`config.mk`:
```
export PLATFORM = sky130hd
export DESIGN_NAME = ula_arb2
export DESIGN_NICKNAME = d
export VERILOG_FILES = /design/src/rtl/ula_arb2.sv
export SDC_FILE = /design/constraint.sdc
export NUM_CORES = 1
export LEC_CHECK = 0
export BUFFER_PORTS_ARGS = -buffer_cell sky130_fd_sc_hd__buf_4
export CELL_PAD_IN_SITES_DETAIL_PLACEMENT = 1
export CELL_PAD_IN_SITES_GLOBAL_PLACEMENT = 1
export CORE_MARGIN = 5
export CORE_UTILIZATION = 35
export CTS_CLUSTER_DIAMETER = 80
export DETAILED_ROUTE_END_ITERATION = 10
export PLACE_DENSITY_LB_ADDON = 0.1
export SYNTH_ARGS = -nofsm -noshare
export SYNTH_HDL_FRONTEND = slang
export SYNTH_HIERARCHICAL = 1
export SYNTH_SLANG_ARGS = --single-unit
```
`constraint.sdc`:
```
create_clock -name clk -period 6.85 [get_ports clk]
set_clock_uncertainty 0.1 [all_clocks]
set_input_delay 2.055 -clock clk [delete_from_list [all_inputs] [get_ports clk]]
set_output_delay 2.055 -clock clk [all_outputs]
set_load 0.01 [all_outputs]
```
`src/rtl/ula_arb2.sv`:
```
// Two-requester arbiter/sequencer sharing one ula32 ALU. One operation is in flight
// at a time: IDLE (arbitrate/capture) -> EXEC (run ALU) -> RESP (hold until consumed).

module ula32 (
   input  logic [31:0] a,
   input  logic [31:0] b,
   input  logic [1:0]  op,
   output logic [31:0] result,
   output logic [3:0]  flags
);
   logic [31:0] b_eff;
   logic [32:0] sum;
   logic        c;
   logic        v;

   always_comb begin
      b_eff  = op[0] ? ~b : b;
      sum    = {1'b0, a} + {1'b0, b_eff} + {32'd0, op[0]};
      result = sum[31:0];
      c      = sum[32];
      v      = ~(a[31] ^ b[31] ^ op[0]) & (a[31] ^ sum[31]);
      if (op[1]) begin
         result = op[0] ? (a | b) : (a & b);
         c      = 1'b0;
         v      = 1'b0;
      end
      flags = {result[31], (result == 32'd0), c, v};
   end
endmodule

module ula_arb2 #(
   parameter bit RR_EN = 1'b1
) (
   input  logic        clk,
   input  logic        reset,
   input  logic [1:0]  req_valid,
   output logic [1:0]  req_ready,
   input  logic [31:0] req_a0,
   input  logic [31:0] req_b0,
   input  logic [1:0]  req_op0,
   input  logic        req_setf0,
   input  logic [31:0] req_a1,
   input  logic [31:0] req_b1,
   input  logic [1:0]  req_op1,
   input  logic        req_setf1,
   output logic [1:0]  rsp_valid,
   input  logic [1:0]  rsp_ready,
   output logic [31:0] rsp_result,
   output logic [3:0]  rsp_flags,
   output logic [3:0]  nzcv,
   output logic        busy
);
   typedef enum logic [1:0] {IDLE, EXEC, RESP} state_t;

   state_t      state;
   logic        last_grant;
   logic        grant;
   logic        grant_any;
   logic        g_p0;
   logic        setf_p0;
   logic [31:0] a_p0;
   logic [31:0] b_p0;
   logic [1:0]  op_p0;
   logic [31:0] alu_result;
   logic [3:0]  alu_flags;

   // Contention goes to the requester that did not win last time (when RR_EN).
   always_comb begin
      grant_any = |req_valid;
      case (req_valid)
         2'b01:   grant = 1'b0;
         2'b10:   grant = 1'b1;
         2'b11:   grant = RR_EN ? ~last_grant : 1'b0;
         default: grant = 1'b0;
      endcase
      req_ready = 2'b00;
      if (state == IDLE && !reset && grant_any)
         req_ready = grant ? 2'b10 : 2'b01;
   end

   assign busy = (state != IDLE);

   ula32 u_alu (
      .a      (a_p0),
      .b      (b_p0),
      .op     (op_p0),
      .result (alu_result),
      .flags  (alu_flags)
   );

   // Stage p0: operand capture from the granted requester
   always_ff @(posedge clk) begin
      if (state == IDLE && grant_any) begin
         a_p0  <= grant ? req_a1  : req_a0;
         b_p0  <= grant ? req_b1  : req_b0;
         op_p0 <= grant ? req_op1 : req_op0;
      end
   end

   always_ff @(posedge clk) begin
      if (reset) begin
         state      <= IDLE;
         rsp_valid  <= 2'b00;
         rsp_result <= 32'd0;
         rsp_flags  <= 4'd0;
         nzcv       <= 4'd0;
         last_grant <= 1'b1;
      end else begin
         case (state)
            IDLE: begin
               if (grant_any) begin
                  g_p0       <= grant;
                  setf_p0    <= grant ? req_setf1 : req_setf0;
                  last_grant <= grant;
                  state      <= EXEC;
               end
            end
            // Stage p1: ALU output registered into the response channel
            EXEC: begin
               rsp_result <= alu_result;
               rsp_flags  <= alu_flags;
               if (setf_p0)
                  nzcv <= alu_flags;
               rsp_valid <= g_p0 ? 2'b10 : 2'b01;
               state     <= RESP;
            end
            RESP: begin
               if (rsp_ready[g_p0]) begin
                  rsp_valid <= 2'b00;
                  state     <= IDLE;
               end
            end
            default: state <= IDLE;
         endcase
      end
   end
endmodule

```
# Yosys cells after proc, flatten, opt, wreduce, memory -nomap -nowiden
# Index checks and enable logic that the tools add are counted.
# word_totals
out_inout_bits	45
elab_cells	63
regBits	113
# classes
magnitude_cmp	1
n_eq_ne	6
n_bitwise	10
addsub	2
reduce_logical	14
n_mux	19
# ops
op	count
2-to-1 mux 32 bit	5
adder 32 x 32 -> 33 bit	1
adder 33 x 1 -> 33 bit	1
bitwise AND 32 bit	1
logical NOT 32 bit	1
inverter 32 bit	1
bitwise OR 32 bit	1
2-to-1 mux 2 bit	6
AND reduction 2 bit	4
== test 2 bit, second input constant	3
case mux 2 bit (3 select lines)	1
2-to-1 mux 1 bit	5
inequality test 2 bit, second input constant	2
case mux 2 bit (2 select lines)	1
nonzero test 2 bit	2
logical AND 1 bit	3
inverter 1 bit	3
AND reduction 3 bit	1
bitwise XOR 1 bit	3
== test 2 x 1 -> 1 bit, second input constant	1
logical NOT 2 bit	1
less-than comparator 1 x 2 -> 1 bit, second input constant	1
case mux 1 bit (2 select lines)	1
OR reduction 2 bit	1
other kinds (2)	2

# Longest topological paths before layout
# Gate-level depths: netlist of run 1.
# logic_depth
depth_word	7
ltp_mapped	19
depth_no_buf	14

# By module
# Netlist of run 1, hierarchy kept.
# modules_own_cells
mod	cells_per_inst	n_inst	area_per_inst_um2	seq_area_each_um2
ula_arb2	350	1	4524.3	2942.8
ula32	489	1	3285.7	0.0

# Worst setup path after synthesis of run 1
# OpenSTA, ideal clock, no wires.
# synth_timing
path_type	input to register
from	input port req_valid[1]
to	register a_p0[0], enable pin
stages	2
setup_time_ns	0.492
t_required_ns	6.258
path_buffers	0
arrival_ns	4.882
path_slack_ns	1.376
path_cell_list	nor2_1 nor2_1
# synth_between
elab_chain_cells	2
# synth_lines
item	line_no	text
from (decl)	36	input logic [1:0] req_valid,
OR reduction 2 bit	69	grant_any = |req_valid;
logical AND 1 bit	93	if (state == IDLE && grant_any) begin
to (signal assigned)	94	a_p0 <= grant ? req_a1 : req_a0;
to (decl)	61	logic [31:0] a_p0;
# Every way passes these cells.
# A chain may end at the register's enable or synchronous reset.

# Final worst setup path of run 1
# layout_timing
from	input port reset
to	output port req_ready[1]
# layout_between
elab_chain_cells	4
# layout_lines
item	line_no	text
from (decl)	35	input logic reset,
logical NOT 1 bit	77	if (state == IDLE && !reset && grant_any)
logical AND 1 bit (2 in a row)	77	
2-to-1 mux 2 bit	77	
to (decl)	37	output logic [1:0] req_ready,
# Every way passes these cells.

==> results of run 1 <==
==> sequential cells by signal, indices dropped and copies added, names as in the netlist <==
name / cells
rsp_result: 32
b_p0: 32
setf_p0: 1
nzcv: 4
a_p0: 32
g_p0: 1
rsp_valid: 2
rsp_flags: 4
last_grant: 1
state: 2
op_p0: 2
==> layout make-up <==
cell class                 count  area, um2
fill                        2550      12000
multi-input combinational    648       4490
sequential                   113       2940
timing repair buffer         191       1430
clock buffer                  20        489
tap                          280        350
clock inverter                12        118
inverter                      23       86.3
==> cell families (layout without fill, tap and decap cells) <==
family	count (synthesis)	count (layout)
simple gates	260	260
mux	74	74
compound gates	205	205
xor+xnor	47	47
flops	113	113
buf+inv	78	246
fa+ha+maj	62	62
==> placed cells by master, fill, tap and decap left out, types with 4 or more instances in the layout <==
cell       synthesis  layout
nand3b_1           4       4
nand3_1           13      13
o21a_1            12      12
nor2_1            43      42
nor3_1            18      18
mux2_1             6       6
a21boi_0           5       5
nor4_1             4       4
and3_1             4       4
a211oi_1           8       8
mux2_2            61      61
inv_1             23      23
nor3b_1            9       9
o31ai_1           11      11
o21ai_0           29      29
edfxtp_1          68      68
nand2b_1           4       4
o21bai_1           4       4
buf_4             11     191
xnor2_1            9       9
clkinv_4           0       6
mux2i_1            7       7
a31oi_1            5       5
ha_1              35      35
maj3_1            25      25
clkbuf_16          0      19
nand2_1          125     125
o211ai_1           6       6
dfxtp_1           45      45
a21o_1            12      12
a21oi_1           83      83
xor2_1            38      38
and2_1             5       5
or3_1              4       4
nand4_1           10      10
==> how the worst max path moves through the flow <==
stage	start	endpoint	slack, ns
after floorplan	req_valid[1]	a_p0[0]	1.38
after global placement	reset	req_ready[0]	1.58
after detailed placement	reset	req_ready[0]	1.58
after CTS	reset	req_ready[0]	1.59
after global routing	reset	req_ready[0]	1.52
final	reset	req_ready[1]	1.59
==> critical path: stages <==
cell    delay (ns)
buf_4         0.26
or4_4         0.55
nor2_1        0.10
buf_4         0.12
==> synthesized netlist by cell type (7+ instances only) <==
master and number:
mux2_2 61, inv_1 23, nand4_1 10, o21ai_0 29
nor3_1 18, nor2_1 43, maj3_1 25, o21a_1 12
ha_1 35, clkbuf_1 27, edfxtp_1 68, a21oi_1 83
a211oi_1 8, mux2i_1 7, nor3b_1 9, buf_4 11
nand3_1 13, nand2_1 125, o31ai_1 11, xor2_1 38
xnor2_1 9, a21o_1 12, dfxtp_1 45
==> stage by stage <==
step / area, um2 / hold WS [ns]
2_1_floorplan: 7810 / 0.381
3_3_place_gp: 9300 / 0.344
3_5_place_dp: 9300 / 0.349
4_1_cts: 9910 / 0.358
5_1_grt: 9910 / 0.374
6_report: 9910 / 0.354
==> where the power goes <==
part           leakage, nW  total [mW]  internal, mW  switching (mW)
registers             1.03       0.873         0.817          0.0558
logic                 2.69        1.14         0.476           0.669
clock network        0.302       0.901         0.556           0.345
total                 4.02        2.92          1.85            1.07
==> metal layers <==
| metal | vias up | track usage | wire length (um) |
|---|---|---|---|
| met1 | 3205 | 0.249 | 11400 |
| met5 | - | 0 | 0 |
| met3 | 11 | 0.0489 | 1110 |
| li1 | 3384 | - | - |
| met4 | 0 | 0.0372 | 147 |
| met2 | 150 | 0.255 | 9620 |
==> flow_summary.yaml, run 1 <==
clocking:
  clock_latency_ns: 0.43
  clkTransAtPathRegs_ns: 0.05
  cts_buffers: 17
  cts-resized-gates: 0
  htree_levels: 4
  ctsHoldBuffers: 0
  clockBufferDepth: 2
  cts.sinks: 113
  postCtsSetupBuffers: 0
  cts_tree: "built"
  cts_root_buf: "clkbuf_16"
drt:
  drc: 0
  vias: 6750
  ant_nets: 0
  dr.first_iter.drc_count: 269
  drt-total-wl_um: 22300
  wl_per_cell_um: 17.3
  drt-pass1-iter-count: 4
  via_per_inst: 5.24
global_routing:
  grt_pass1_vias: 6917
  grt_overflow: 0
  grt_use_total: 0.172
  antenna_found_initial: 0
  grt_start_max_net_pins: 71
  grt_pass1_wl_um: 36200
timing:
  worst_pin_slew_ns: 1.09
  fin_crit_ns: 5.26
  period_share: 0.767
  relSlewSlack: 0.266
  fin_ws_ns: 1.59
  fin_setup_tns_ns: 0
  slew_viol_final: 0
  hold_violations: 0
  grt_setup_unrepaired: "no"
  finalSetupViolCount: 0
  max_clock_freq_mhz: 190
synthesis:
  synth_mux_area_frac: 0.106
  yosys.area.top_type: "edfxtp_1"
  yosysSeqAreaShare: 0.377
  synth_area_mm2: 0.00781
  ys_types: 68
  synth.avg_cell_area_um2: 9.31
  ys.flop_type: "edfxtp_1"
  async_flop_share: 0
  yosysTopAreaCellShare: 0.261
  synth_cells: 839
  yosys.area_share.simple: 0.157
  synth_compound_area_frac: 0.167
  synth_nets: 1015
  yosys-top-cells-area: "edfxtp_1, dfxtp_1, mux2_2"
  synth_edf_count: 68
  yosysWarnings: 6
  synth_xor_area_frac: 0.0527
  synth_seq_cells: 113
  synthAdderAreaFrac: 0.0921
  synth_top_family_by_area: "compound AO/OA/AOI/OAI gates"
final_layout:
  diodes: 0
  utilization: 0.453
  fin_cells: 1287
  syn2layout_area_growth_pct: 26.9
  fin_nets: 1170
  drive_gt1_frac: 0.289
placed_design:
  port_buffers: 184
  gp_congestion: 0.845
  placed_cells: 1255
  dp_slack_ns: 1.58
  place.detailed.hpwl_um: 17000
worst_setup_path:
  cp.arrival_ns: 3.10
  r2r_cells: 14
  cp.required_ns: 4.70
  reg2reg_to: "nzcv[2]"
  r2r_start: "op_p0[0]"
  critPathKind: "input port to output port"
  cp-end-kind: "output port"
  path_max_fanout: 45
  critPathLaunchType: "input port"
  rrSetupSlack_ns: 1.98
floorplan:
  core_mm2: 0.0219
  std_cell_rows: 54
  fp.dieArea_mm2: 0.0254
  dieWidth_um: 159
  fp.dieH_um: 159
  start_util: 0.357
  ios: 185
pwr:
  powerDensity_mw_per_mm2: 295
  p_leak_nw: 4.02
  finalPower_mw: 2.92
  peakVddDrop_mv: 0.121
hold_path:
  hold_end: "rsp_result[20]"
  hold_depth: 2
  hold_start: "rsp_result[20]"
  hold_path.class: "flip-flop to flip-flop"
job:
  max_cap_viol_count: 0
run_status:
  status: "finished clean"
Note: power is estimated with default switching activity, not from simulation.
==> inputs of run 2 (changes only) <==
- clock period: 6.85 -> 4.8 ns (I/O delays scaled with it)
==> run 2 against run 1 <==
Compared with the run above:
- die area unchanged
- via count shrank 0.40%
- sequential power increased by 43%
- hold slack improved by 0.00068 ns
- largest cell class unchanged
- clock power is 52% higher
- cell count is 0.62% higher
==> flow_summary.yaml, run 2 (same netlist as run 1, synthesis figures left out) <==
placed_design:
  dp_slack_ns: 0.202
  place.detailed.hpwl_um: 17500
  gp_congestion: 0.840
  placed_cells: 1263
  port_buffers: 184
drt:
  vias: 6723
  ant_nets: 0
  via_per_inst: 5.19
  drt-total-wl_um: 22600
  drc: 0
  dr.first_iter.drc_count: 355
  wl_per_cell_um: 17.5
  drt-pass1-iter-count: 4
job:
  max_cap_viol_count: 0
global_routing:
  grt_start_max_net_pins: 58
  grt_overflow: 0
  grt_use_total: 0.176
  grt_pass1_wl_um: 37000
  antenna_found_initial: 0
  grt_pass1_vias: 7038
pwr:
  p_leak_nw: 4.09
  powerDensity_mw_per_mm2: 427
  peakVddDrop_mv: 0.170
  finalPower_mw: 4.29
clocking:
  htree_levels: 4
  clock_latency_ns: 0.42
  ctsHoldBuffers: 0
  clockBufferDepth: 2
  cts_root_buf: "clkbuf_16"
  cts_tree: "built"
  clkTransAtPathRegs_ns: 0.05
  cts.sinks: 113
  cts_buffers: 17
timing:
  hold_violations: 0
  worst_pin_slew_ns: 0.613
  fin_crit_ns: 4.40
  slew_viol_final: 0
  relSlewSlack: 0.581
  period_share: 0.916
  max_clock_freq_mhz: 227
  holdWs_ns: 0.355
  finalSetupViolCount: 0
  fin_ws_ns: 0.402
worst_setup_path:
  r2r_cells: 14
  slowest_delay_ns: 0.57
  cp.required_ns: 5.04
  cp.arrival_ns: 4.64
  crit_chain: "buf_12, xor2_1, ha_1, nor2b_1, o31a_1, nor3_1, o31ai_1, or4_1, or4b_1, nor4_1, nand4b_1, nor4_2, nand3_1, a21oi_1"
  slowest_stage: "or4_1"
  crit_start: "op_p0[0]"
  rrSetupSlack_ns: 0.40
  critPathCapture: "nzcv[2]"
  path_max_fanout: 38
  critPathKind: "flip-flop to flip-flop"
  cp-end-kind: "flip-flop"
  reg2reg_to: "nzcv[2]"
  critPathLaunchType: "flip-flop"
  r2r_start: "op_p0[0]"
final_layout:
  utilization: 0.459
  fin_nets: 1178
  reg_top3: "a_p0 x32, b_p0 x32, rsp_result x32"
  fin_cells: 1295
  drive_gt1_frac: 0.296
  final_cell_mix: "buf_4, nand2_1, a21oi_1"
  syn2layout_area_growth_pct: 28.7
  final_common_cell: "buf_4"
  diodes: 0
floorplan:
  std_cell_rows: 54
  core_mm2: 0.0219
  ios: 185
  fp.dieH_um: 159
  fp.dieArea_mm2: 0.0254
  dieWidth_um: 159
  start_util: 0.357
hold_path:
  hold_path.class: "flip-flop to flip-flop"
  hold_depth: 2
  hold_start: "rsp_result[31]"
run_status:
  status: "finished clean"
run 2: worst min-delay path by stage:
stage | to | slack, ns
after floorplan | nzcv[0] | 0.38
after global placement | rsp_result[18] | 0.34
after detailed placement | rsp_result[31] | 0.35
after CTS | rsp_result[31] | 0.36
after global routing | rsp_result[6] | 0.38
final | rsp_result[31] | 0.35
run 2: timing repair:
action | in CTS | in global routing
endpoints found under the setup margin | 0 | 2
gates resized for setup | 0 | 3
setup buffers | 0 | 0
run 2: routing by layer:
| layer | vias to the layer above | track usage | share of wire |
|---|---|---|---|
| met2 | 168 | 0.262 | 0.43 |
| met3 | 25 | 0.0391 | 0.050 |
| met1 | 3147 | 0.257 | 0.50 |
| met5 | - | 0 | 0 |
| li1 | 3383 | - | - |
| met4 | 0 | 0.0489 | 0.013 |
run 2: metrics by stage:
step	area [um2]	TNS [ns]
after floorplan	7810	0
after global placement	9370	0
after detailed placement	9370	0
after CTS	10000	0
after global routing	10100	-0.00980
final	10100	0
run 2: final cells by class:
| type | count | area, um2 |
|---|---|---|
| Fill cell | 2535 | 11800 |
| Multi-Input combinational cell | 648 | 4500 |
| Sequential cell | 113 | 2940 |
| Timing Repair Buffer | 199 | 1510 |
| Clock buffer | 28 | 612 |
| Tap cell | 280 | 350 |
| Inverter | 23 | 86.3 |
| Clock inverter | 4 | 52.6 |
run 2: report_power, final:
group          internal, mW  leakage, nW  switching [mW]
Combinational         0.698         2.73           0.982
Sequential             1.17         1.03          0.0788
Clock                 0.921        0.329           0.449
Total                  2.79         4.09            1.51
run 2: critical path, delay by kind of cell, from the launching register on:
kind | cells | cell delay [ns]
fa+ha+maj | 1 | 0.35
xor+xnor | 1 | 0.18
buf+inv | 1 | 0.23
flops | 1 | 0.47
simple gates | 8 | 2.46
compound gates | 3 | 0.52
